### config.mk
export PLATFORM = sky130hd
export DESIGN_NAME = divider
export DESIGN_NICKNAME = d
export VERILOG_FILES = /design/src/rtl/divider.sv
export SDC_FILE = /design/constraint.sdc
export NUM_CORES = 1
export LEC_CHECK = 0
export BUFFER_PORTS_ARGS = -buffer_cell sky130_fd_sc_hd__clkbuf_2
export CORE_MARGIN = 10
export CORE_UTILIZATION = 40
export CTS_BUF_LIST = sky130_fd_sc_hd__clkbuf_4 sky130_fd_sc_hd__clkbuf_8
export DETAILED_ROUTE_END_ITERATION = 7
export PLACE_DENSITY_LB_ADDON = 0.2
export SLEW_MARGIN = 10
export SYNTH_ARGS = -nofsm -noshare
export SYNTH_HDL_FRONTEND = slang
export SYNTH_HIERARCHICAL = 1
export SYNTH_SLANG_ARGS = --single-unit
### constraint.sdc
create_clock -name i_clk -period 3 [get_ports i_clk]
set_input_delay 0 -clock i_clk [delete_from_list [all_inputs] [get_ports i_clk]]
set_output_delay 0 -clock i_clk [all_outputs]
set_load 0.01 [all_outputs]
### src/rtl/divider.sv
// rtl/divider.sv - sequential 8-bit unsigned restoring divider, one quotient bit per clock
// Optional zero-divisor short-cut and flag: DIVIDER_DIV_ZERO_CHECK_EN

module subtract (
   input  logic [7:0] a_i,
   input  logic [7:0] b_i,
   output logic [7:0] diff_o,
   output logic       ge_o
);
   logic [8:0] wide;

   assign wide   = {1'b0, a_i} - {1'b0, b_i};
   assign diff_o = wide[7:0];
   assign ge_o   = ~wide[8];
endmodule

module divider (
   input  logic       i_clk,
   input  logic       i_rst_n,
   input  logic       i_valid,
   output logic       o_ready,
   input  logic [7:0] i_dividend,
   input  logic [7:0] i_divisor,
   output logic       o_valid,
   input  logic       i_ready,
   output logic [7:0] o_quotient,
   output logic [7:0] o_remainder,
   output logic       o_div_by_zero
);
   typedef enum logic [1:0] {IDLE, BUSY, DONE} state_e;

   state_e     state_q, state_d;
   logic [7:0] q_q, q_d;
   logic [8:0] r_q, r_d;
   logic [7:0] d_q, d_d;
   logic [2:0] cnt_q, cnt_d;
   logic [7:0] quot_q, quot_d;
   logic [7:0] rem_q, rem_d;
   logic       valid_q, valid_d;
`ifdef DIVIDER_DIV_ZERO_CHECK_EN
   logic       dbz_q, dbz_d;
`endif

   logic [8:0] s;
   logic [7:0] t;
   logic       ge;
   logic       fits;
   logic [8:0] r_iter;
   logic [7:0] q_iter;

   // Trial step: bring the next dividend bit into the partial remainder
   assign s = {r_q[7:0], q_q[7]};

   subtract u_sub (
      .a_i    (s[7:0]),
      .b_i    (d_q),
      .diff_o (t),
      .ge_o   (ge)
   );

   assign fits   = s[8] | ge;
   assign r_iter = fits ? {1'b0, t} : s;
   assign q_iter = {q_q[6:0], fits};

   always_comb begin
      state_d = state_q;
      q_d     = q_q;
      r_d     = r_q;
      d_d     = d_q;
      cnt_d   = cnt_q;
      quot_d  = quot_q;
      rem_d   = rem_q;
      valid_d = valid_q;
`ifdef DIVIDER_DIV_ZERO_CHECK_EN
      dbz_d   = dbz_q;
`endif
      case (state_q)
         IDLE: begin
            if (i_valid) begin
               q_d     = i_dividend;
               d_d     = i_divisor;
               r_d     = 9'd0;
               cnt_d   = 3'd0;
               state_d = BUSY;
`ifdef DIVIDER_DIV_ZERO_CHECK_EN
               if (i_divisor == 8'd0) begin
                  state_d = DONE;
                  quot_d  = 8'hFF;
                  rem_d   = i_dividend;
                  dbz_d   = 1'b1;
                  valid_d = 1'b1;
               end
`endif
            end
         end
         BUSY: begin
            q_d   = q_iter;
            r_d   = r_iter;
            cnt_d = cnt_q + 3'd1;
            if (cnt_q == 3'd7) begin
               state_d = DONE;
               quot_d  = q_iter;
               rem_d   = r_iter[7:0];
               valid_d = 1'b1;
`ifdef DIVIDER_DIV_ZERO_CHECK_EN
               dbz_d   = 1'b0;
`endif
            end
         end
         DONE: begin
            if (i_ready) begin
               state_d = IDLE;
               valid_d = 1'b0;
            end
         end
         default: state_d = IDLE;
      endcase
   end

   always_ff @(posedge i_clk or negedge i_rst_n) begin
      if (!i_rst_n) begin
         state_q <= IDLE;
         q_q     <= 8'd0;
         r_q     <= 9'd0;
         d_q     <= 8'd0;
         cnt_q   <= 3'd0;
         quot_q  <= 8'd0;
         rem_q   <= 8'd0;
         valid_q <= 1'b0;
`ifdef DIVIDER_DIV_ZERO_CHECK_EN
         dbz_q   <= 1'b0;
`endif
      end else begin
         state_q <= state_d;
         q_q     <= q_d;
         r_q     <= r_d;
         d_q     <= d_d;
         cnt_q   <= cnt_d;
         quot_q  <= quot_d;
         rem_q   <= rem_d;
         valid_q <= valid_d;
`ifdef DIVIDER_DIV_ZERO_CHECK_EN
         dbz_q   <= dbz_d;
`endif
      end
   end

   assign o_ready     = (state_q == IDLE);
   assign o_valid     = valid_q;
   assign o_quotient  = quot_q;
   assign o_remainder = rem_q;
`ifdef DIVIDER_DIV_ZERO_CHECK_EN
   assign o_div_by_zero = dbz_q;
`else
   assign o_div_by_zero = 1'b0;
`endif
endmodule
# Word-level counts from Yosys, hierarchy flattened
# Cells that the tools add are included.
[word_totals]
reg_bits = 46
in_bits = 20
out_inout_bits = 19
wordCells = 40
[classes]
add_sub_neg = 2
n_eq_ne = 6
n_mux = 14
n_bitwise = 2
reduce_logical = 8
[ops]
columns = ["op", "n"]
rows = [
  ["$pmux W8 S2", 2],
  ["$mux W8", 3],
  ["$sub A8 B8 Y9", 1],
  ["$mux W2", 3],
  ["$ne A2 B2 Y1 const B", 3],
  ["$pmux W2 S3", 1],
  ["$pmux W3 S2", 1],
  ["$reduce_and A2 Y1", 3],
  ["$reduce_and A3 Y1", 2],
  ["$reduce_bool A2 Y1", 2],
  ["$add A3 B1 Y3 const B", 1],
  ["$eq A3 B3 Y1 const B", 1],
  ["$mux W3", 1],
  ["$eq A2 B1 Y1 const B", 1],
  ["$eq A2 B2 Y1 const B", 1],
  ["$logic_not A2 Y1", 1],
  ["$mux W1", 2],
  ["$pmux W1 S2", 1],
  ["$not A1 Y1", 1],
  ["$or A1 B1 Y1", 1],
]

# Longest topological paths before layout
# Gate-level depths: netlist of run 1.
[depth]
depth_word = 5
mapped_depth = 12
ltp_nobuf = 11

# By module
# The synthesis of run 1 kept the hierarchy.
[by_module_without_submodules]
columns = ["module", "n_inst", "cells_each", "area_each_um2", "seq_area_each_um2"]
rows = [
  ["divider", 1, 167, 1984.4, 1151.1],
  ["subtract", 1, 49, 354.1, 0.0],
]

# Least setup slack after synthesis of run 1
# Ideal clock, no wire load.
[synth_timing]
path_type = "reg2reg"
startpoint = "reg q_q[7]"
endpoint = "reg r_q[1]"
t_arrival_ps = 2131
required_ps = 2874
slack_ps = 743
stages_incl_launch_ff = 13
path_buffers = 1
path_cell_list = "dfrtp_1 inv_1 ha_1 fa_1 nor2b_4 o21ai_2 a21boi_2 o21ai_1 a21oi_1 nor2_1 buf_4 mux2i_1 o22ai_1"
[synth_between]
elab_chain_len = 5
[synth_rtl]
columns = ["item", "line_no", "text"]
rows = [
  ["from (decl)", "33", "logic [7:0] q_q, q_d;"],
  ["from (signal assigned)", "135", "q_q <= q_d;"],
  ["$sub A8 B8 Y9", "12", "assign wide = {1'b0, a_i} - {1'b0, b_i};"],
  ["$not A1 Y1", "14", "assign ge_o = ~wide[8];"],
  ["net ge", "46", "logic ge;"],
  ["$or A1 B1 Y1", "61", "assign fits = s[8] | ge;"],
  ["$mux W8", "62", "assign r_iter = fits ? {1'b0, t} : s;"],
  ["$pmux W8 S2", "77", "case (state_q)"],
  ["to (signal assigned)", "136", "r_q <= r_d;"],
  ["to (decl)", "34", "logic [8:0] r_q, r_d;"],
]
# The timed path passes the listed nets, and every way through them passes these cells.
# A chain may end at the register's enable or synchronous reset.

# Worst setup path in the final report of run 1
[layout_timing]
startpoint = "reg q_q[7]"
endpoint = "reg r_q[3]"
# Same word-level chain as after synthesis.

==> impl.org, run 1 <==
** Pwr
- In this run the power density over the cells is approximately 1200 nW/µm².
- Across the VDD grid, the largest voltage drop is approximately 0.00047 V.
- Standby leakage power :: approximately 1.3 nW
- Overall power of the completed layout :: ~0.0033 W

** Floorplan
- The initial utilization of the core area, before any placement, comes to a little over two fifths.
- After floorplanning, the core was sized to cover roughly 5600 µm².
- Die X :: a little under 100 µm
- Die ar. :: about 9300 µm²
- The floorplan has 27 rows.
- Die Ht :: around 96 µm
- 39 I/O pins were placed.

** Yosys
- The most used flip-flop cell after synthesis is dfrtp_1.
- Post-synthesis share of cell area spent on and, or, nand and nor gates :: about a tenth
- Synthesis inferred 46 register bits.
- Number of synthesized flops with an enable pin :: 0
- After technology mapping, the gate count stands at 216.
- By area, the combinational part of the netlist is dominated by compound AO/OA/AOI/OAI gates.
- Share of Yosys cell area claimed by the top area cell type :: between 40% and 50%
- Post-Synth XOR/XNOR Area :: under 10%
- The number of nets handed over by synthesis was around 250.
- Synth Area in Compound Gates :: about 16%
- The biggest area contributor in the post-synthesis netlist is dfrtp_1.
- Sequential cells were found to cover approximately 50% of the synthesized design area.
- Of all flip-flops after synthesis, the portion carrying an async set or reset was 100%.
- Distinct cell type count after synthesis :: 39
- Mux contribution to synthesized area :: a little over a tenth
- Adder-Cell Fraction of Synth Area :: 6.21%
- Yosys printed 6 warnings.
- Avg Cell Area, Syn :: 10.8 µm²
- Most area-consuming cells after synthesis :: dfrtp_1, mux2_2, ha_1
- After synthesis the cells add up to 2340 µm².

** Final layout
- Fraction of the core area covered by cells at the end of the flow :: between 40% and 50%
- 0 antenna diodes ended up in the layout.
- Across the whole layout, storage elements account for 1150 µm².
- Area of combinational cells with multiple inputs :: approximately 1000 µm²
- The final layout contains slightly below 300 nets.
- Layout overhead on the synthesized area :: 18.2%
- Layout filler cell count :: roughly 560
- Fraction of final layout cells sized beyond drive strength 1 :: 26.7%

** Setup path
- The signal on the critical path passes through inv_1 -> ha_1 -> fa_1 -> nor2b_4 -> o21ai_2 -> a21boi_2 -> o21ai_1 -> a21oi_1 -> nor2_2 -> mux2i_1 -> o22ai_1.
- Data arrives at the worst endpoint at between 2000 and 3000 ps.
- On the worst path, the slowest cell contributes a delay of 550 ps.
- Data on the critical path is required at its endpoint by 3150 ps.
- Kind of end point of the critical path :: register
- Critical path launch point type :: register
- In this run the worst path has a maximum fanout of 11.
- Slowest cell on the critical path :: nor2_2
- Critical path class :: reg2reg

** Route
- Final ANT Viol Nets :: 0
- Using the TritonRoute via totals, the vias-per-cell ratio works out to between 4 and 5.
- Detailed-routing iteration count for the pre-antenna-repair pass :: 4
- Top metal layer carrying routed signals :: met4
- Met1 wire length :: about 2200 µm
- In the final routed layout, each cell accounts on average for approximately 14 µm.
- Residual DRC count :: 0
- The routed design has around 4600 µm of wire.
- First-iteration detailed-routing DRC count :: 52
- Total met3 wirelength after detailed routing :: approximately 190 µm
- Met2 wirelength from detailed routing :: about 2200 µm
- Vias after detailed routing :: between 1500 and 2000

** Clock tree
- Number of clock buffers inserted by TritonCTS :: 5
- Post-CTS Setup Inserts :: 0
- In this run the number of H-tree levels came out at 2.
- In this run the deepest clock path goes through 2 buffers.
- Clock sink count :: 46
- Buffer type at the clock tree root :: clkbuf_8
- Clock transition at the registers of the reported paths :: 80 ps
- TritonCTS built the clock tree.
- The later pin in the worst-skew pair is clocked with a latency of approximately 300 ps.

** Timing
- Setup repair after global routing missed its margin :: false
- Minimum clock period :: 2620 ps
- Worst clock skew on the final layout :: between 7 and 8 ps
- The tightest hold path in the finished design has a slack of approximately 8.2 ps.
- Final hold violation count :: 0
- Worst Max-Slew Pin Slew :: between 700 and 800 ps
- Setup violations remaining at the end of the flow were counted as 0.
- Final clock period utilization by the worst path :: between 80 and 90%
- Static timing analysis puts the maximum clock frequency at between 300 and 400 MHz.
- The number of slew-limit violations in the final report was 0.
- Total negative setup slack :: 0 ps
- The worst pin sits at a relative slew slack of 49.3%.

** Global route
- Entering global routing, the biggest net connects 27 pins.
- The initial antenna violation count was 0.
- Overall track demand over capacity in global routing :: between 10% and 20%
- The first global-routing pass estimated approximately 7800 µm of wire.
- The via count of the first global-routing pass is around 1700.
- For this run the aggregate overflow at the end of global routing stands at 0.

** Place
- Port Buffer Count :: 37
- The congestion estimate from routability-driven global placement came to between 0.8 and 0.9.
- HPWL after detailed placement :: ~3300 µm

** Run
- The tool flagged a number of max-cap violations equal to 0.

** Min path
- Worst hold path class :: in2reg

** Outcome
- Result of the run :: complete, no violations
cell usage after synthesis (4+ instances only):
| cell type | n |
|---|---|
| o21ai_0 | 18 |
| dfrtp_1 | 46 |
| nor2_1 | 8 |
| mux2_2 | 13 |
| ha_1 | 10 |
| o22ai_1 | 11 |
| xnor2_1 | 4 |
| a21oi_1 | 5 |
| inv_1 | 17 |
| a22oi_1 | 8 |
| nand2_1 | 27 |
| mux2i_1 | 8 |
kinds of logic after synthesis:
group / count (synthesis)
flip-flops: 46
XOR/XNOR: 4
AO/OA/AOI/OAI: 57
adder cells (fa/ha/maj): 11
multiplexers: 23
buffers and inverters: 28
AND/OR/NAND/NOR: 46
other: 1
metrics by stage:
stage	instance area [µm²]	worst slack [ps]	instances
after floorplan	2340	743	216
after global placement	2540	137	315
after detailed placement	2540	64.7	315
after CTS	2760	36.4	334
after global routing	2770	97.7	334
final	2770	375	334
area by class of cell:
type / instances / share of cell area [%]
Multi-Input combinational cell: 142 / 37.9
Inverter: 17 / 2.31
Timing Repair Buffer: 49 / 11.0
Tap cell: 72 / 3.26
Clock buffer: 8 / 3.98
Sequential cell: 46 / 41.6
timing repair:
action / in CTS / in global routing
gates resized for setup: 0 / 1
endpoints found under the setup margin: 0 / 16
endpoints found under the hold margin: 30 / 0
hold buffers: 11 / 0
per-layer routing:
layer	vias up	GRT usage, %
met3	5	2.39
met4	0	4.36
met1	759	13.7
li1	840	-
met5	-	0
met2	20	16.4
critical path, delay by kind of cell (launching register included):
kind,cells,cell delay (ps)
DFF,1,390
AOI/OAI and AO/OA,5,650
and+or+nand+nor,2,600
muxes,1,330
buffers and inverters,1,60
adders and majority gates,2,430
report_power, final:
part           switching [W]  internal (W)
sequential          0.000220      0.000918
combinational       0.000905      0.000844
clock               0.000200      0.000233
flip-flops by register name, summed over array words and instances (netlist names):
name / flops
cnt_q: 3
state_q: 2
o_valid: 1
d_q: 8
o_remainder: 8
o_quotient: 8
r_q: 8
q_q: 8
cell usage in the layout (no fill, tap or decap), drive strengths merged, types with 2 or more instances in the layout:
| cell type | n |
|---|---|
| o21ai | 21 |
| a21boi | 2 |
| clkbuf | 45 |
| ha | 10 |
| nand2 | 27 |
| dfrtp | 46 |
| inv | 17 |
| a22oi | 8 |
| o22ai | 11 |
| o21a | 3 |
| xnor2 | 4 |
| mux2i | 8 |
| nor2b | 4 |
| nor2 | 9 |
| a21oi | 6 |
| mux2 | 15 |
| dlygate4sd3 | 11 |
| nand2b | 3 |
worst paths after layout:
| kind | start | endpoint | slack, ps | cells past startpoint |
|---|---|---|---|---|
| setup / recovery | q_q[7]$_DFFE_PN0P_ | r_q[3]$_DFFE_PN0P_ | 380 | 11 |
| hold / removal | i_dividend[4] | q_q[4]$_DFFE_PN0P_ | 8 | 3 |
| setup reg to reg | q_q[7]$_DFFE_PN0P_ | r_q[3]$_DFFE_PN0P_ | 380 | 11 |
| hold reg to reg | o_remainder[7]$_DFFE_PN0P_ | o_remainder[7]$_DFFE_PN0P_ | 480 | 2 |
| max in group asynchronous | i_rst_n | q_q[3]$_DFFE_PN0P_ | 2080 | 3 |
| min in group asynchronous | i_rst_n | d_q[2]$_DFFE_PN0P_ | 200 | 2 |
Power figures use the tool's default switching activity.
==> run 2, diff against run 1 <==
--- a/config.mk
+++ b/config.mk
@@ -10,7 +10,6 @@
 export CORE_UTILIZATION = 40
 export CTS_BUF_LIST = sky130_fd_sc_hd__clkbuf_4 sky130_fd_sc_hd__clkbuf_8
 export DETAILED_ROUTE_END_ITERATION = 7
-export PLACE_DENSITY_LB_ADDON = 0.2
 export SLEW_MARGIN = 10
 export SYNTH_ARGS = -nofsm -noshare
 export SYNTH_HDL_FRONTEND = slang
==> run 2 against run 1 <==
Total power increased by 2.5%. Combinational power hardly changed. Non-clock buffer count increased by 3. Setup slack got worse by 49 ps. First-iteration DRC count increased by 33%. Sequential power about the same. Sequential share of layout area fell by 0.50 points. Critical path type unchanged. Utilization rose by 0.61 points. Clock skew decreased by 3.5 ps. Global-route usage is 0.58 points higher.
==> impl.org, run 2 (synthesized netlist as in run 1, its figures left out) <==
** Clock tree
- Clock transition at the registers of the reported paths :: 80 ps (about the same)
- The CTS tree is yes (unchanged).
- The later-pin clock latency in the skew report was 300 ps (about the same).
- Number of clock buffers inserted by TritonCTS :: 5 (unchanged)
- The H-tree depth is 2 (unchanged).
- Clock sink count :: 46 (unchanged)
- The master cell of the clock root buffer is clkbuf_8 (unchanged).
- Clock tree buffer depth :: 2 (unchanged)

** Place
- Routability congestion estimate from global placement :: 0.855 (was 0.819)
- The instance area after placement came to 2540 µm² (unchanged).
- The detailed-placement wirelength estimate was 3500 µm (was 3350 µm).
- Port Buffer Count :: 37 (unchanged)
- The pre-CTS setup slack is 74.7 ps (was 64.7 ps).

** Final layout
- The area added between synthesis and finish was 19.7% (was 18.2%).
- Fraction of final layout cells sized beyond drive strength 1 :: 26.4% (was 26.7%)
- The utilization after layout is 50.2% (was 49.6%).
- The commonest non-fill, non-tap cell in the layout is dfrtp_1 (unchanged).
- Diode count :: 0 (unchanged)
- Post-route cell area :: 2800 µm² (was 2770 µm²)
- The final-stage net count is 295 (was 292).
- Most used cells in the layout excluding fill and tap cells :: dfrtp_1, clkbuf_2, nand2_1 (unchanged)

** Pwr
- The leakage dissipation came to 1.36 nW (was 1.34 nW).
- The power density relative to cell area came to 1220 nW/µm² (was 1200 nW/µm²).
- The post-route total power is 0.00340 W (was 0.00332 W).
- The peak supply drop came to 0.000387 V (was 0.000473 V).

** Global route
- Global-route wire length before repair :: 8160 µm (was 7770 µm)
- Remaining global-route overflow :: 0 (unchanged)
- The combined global-route utilization of all metal layers came to 11.1% (was 10.5%).
- Via count of the first global-routing pass :: 1688 (was 1661)
- The maximum number of pins on one net before global-route repair was 27 (unchanged).
- Antenna violations before repair :: 0 (unchanged)

** Setup path
- Critical path class :: reg2reg (unchanged)
- Maximum fanout count along the critical path :: 11 (unchanged)
- Largest stage delay on the critical path :: 560 ps (was 550 ps)
- The arrival time at the worst endpoint is 2830 ps (was 2780 ps).
- The startpoint type of the worst setup path is a register (unchanged).
- Critical path cell sequence :: inv_1 -> ha_1 -> fa_1 -> nor2b_4 -> o21ai_2 -> a21boi_2 -> o21ai_1 -> a21oi_1 -> nor2_2 -> mux2i_1 -> o22ai_1 (unchanged)
- The required arrival time at the worst endpoint was 3160 ps (was 3150 ps).
- R2R depth :: 11 (unchanged)
- Slowest cell on the critical path :: nor2_2 (unchanged)
- Kind of end point of the critical path :: register (unchanged)

** Timing
- Minimum clock period :: 2670 ps (was 2620 ps)
- Slew HR :: 48.5% (was 49.3%)
- The aggregate negative setup slack came to 0 ps (unchanged).
- The setup clock skew after layout came to 4.00 ps (was 7.52 ps).
- Final clock period utilization by the worst path :: 89.1% (was 87.5%)
- Pins Over Slew Limit :: 0 (unchanged)
- Final hold violation count :: 0 (unchanged)
- Timing-limited maximum frequency :: 374 MHz (was 381 MHz)
- The total setup violations reported at the end of the flow was 0 (unchanged).
- The transition time of the tightest slew-check pin is 772 ps (was 761 ps).
- Setup repair after global routing missed its margin :: false (unchanged)
- Final worst setup slack :: 326 ps (was 375 ps)

** Floorplan
- Row cnt :: 27 (unchanged)
- The core outline area came to 5570 µm² (unchanged).
- The initial core utilization was 42.0% (unchanged).
- Die Ht :: 96.5 µm (unchanged)
- Top-level port count :: 39 (unchanged)
- Die ar. :: 9300 µm² (unchanged)
- Die X :: 96.5 µm (unchanged)

** Min path
- The number of instances on the worst hold path came to 3 (unchanged).
- Worst hold path class :: in2reg (unchanged)

** Route
- The number of nets still failing antenna checks after routing is 0 (unchanged).
- The via count is 1692 (was 1624).
- First-iteration detailed-routing DRC count :: 69 (was 52)
- Final Routed Wirelength :: 4930 µm (was 4590 µm)
- Average wire per cell in the routed design :: 14.6 µm (was 13.7 µm)
- Detailed-routing iteration count for the pre-antenna-repair pass :: 4 (unchanged)
- Via density per instance :: 5.02 (was 4.86)
- The number of remaining DRC errors is 0 (unchanged).

** Outcome
- Result of the run: complete, no violations (unchanged).

** Run
- The number of maximum-capacitance constraint violations came to 0 (unchanged).
run 2: cell count changes in the layout (fill, tap and decap cells not counted):
cell           before  now
bufinv_16           0    1
clkbuf_8            8    5
clkbuf_4            0    2
dlygate4sd3_1      11   14
run 2: through the flow:
stage                     hold slack, ps  std cells
after floorplan                     -296        216
after global placement              9.86        315
after detailed placement            17.3        315
after CTS                           3.33        337
after global routing                25.8        337
final                               4.66        337
run 2: where the power goes:
| group | switching (W) | internal [W] | total [W] |
|---|---|---|---|
| Sequential | 0.000229 | 0.000918 | 0.00115 |
| Clock | 0.000208 | 0.000268 | 0.000475 |
| Combinational | 0.000931 | 0.000850 | 0.00178 |
| Total | 0.00137 | 0.00204 | 0.00340 |
run 2: per-layer routing:
metal / GRT usage [%] / up-vias / part of all wire [%]
met5: 0 / - / 0
met3: 2.85 / 12 / 4.7
met4: 5.81 / 0 / 2.7
met2: 17.0 / 26 / 46
met1: 14.0 / 812 / 47
li1: - / 842 / -
run 2: critical path: cells and delay by family (launching register included):
| kind | cells | cell delay (ps) |
|---|---|---|
| compound gates | 5 | 680 |
| fa+ha+maj | 2 | 440 |
| buf+inv | 1 | 60 |
| flops | 1 | 400 |
| mux | 1 | 340 |
| simple gates | 2 | 610 |
run 2: path summary, 6_finish.rpt:
check | start | endpoint | slack [ps]
max in group asynchronous | i_rst_n | o_quotient[4]$_DFFE_PN0P_ | 2050
max | q_q[7]$_DFFE_PN0P_ | r_q[2]$_DFFE_PN0P_ | 330
max reg2reg | q_q[7]$_DFFE_PN0P_ | r_q[2]$_DFFE_PN0P_ | 330
min | i_dividend[5] | q_q[5]$_DFFE_PN0P_ | 5
min in group asynchronous | i_rst_n | d_q[3]$_DFFE_PN0P_ | 220
min reg2reg | o_remainder[5]$_DFFE_PN0P_ | o_remainder[5]$_DFFE_PN0P_ | 480
run 2: timing repair:
| item | CTS | global route |
|---|---|---|
| setup endpoints to repair | 0 | 15 |
| setup buffers | 0 | 0 |
| hold buffers | 14 | 0 |
| resized for setup | 0 | 1 |
| hold endpoints to repair | 35 | 0 |
run 2: final cells by class:
class	instances	area (µm²)
multi-input combinational	142	1050
fill	523	2780
clock buffer	7	83.8
sequential	46	1150
clock inverter	1	30.0
tap	72	90.1
timing repair buffer	52	333
inverter	17	63.8
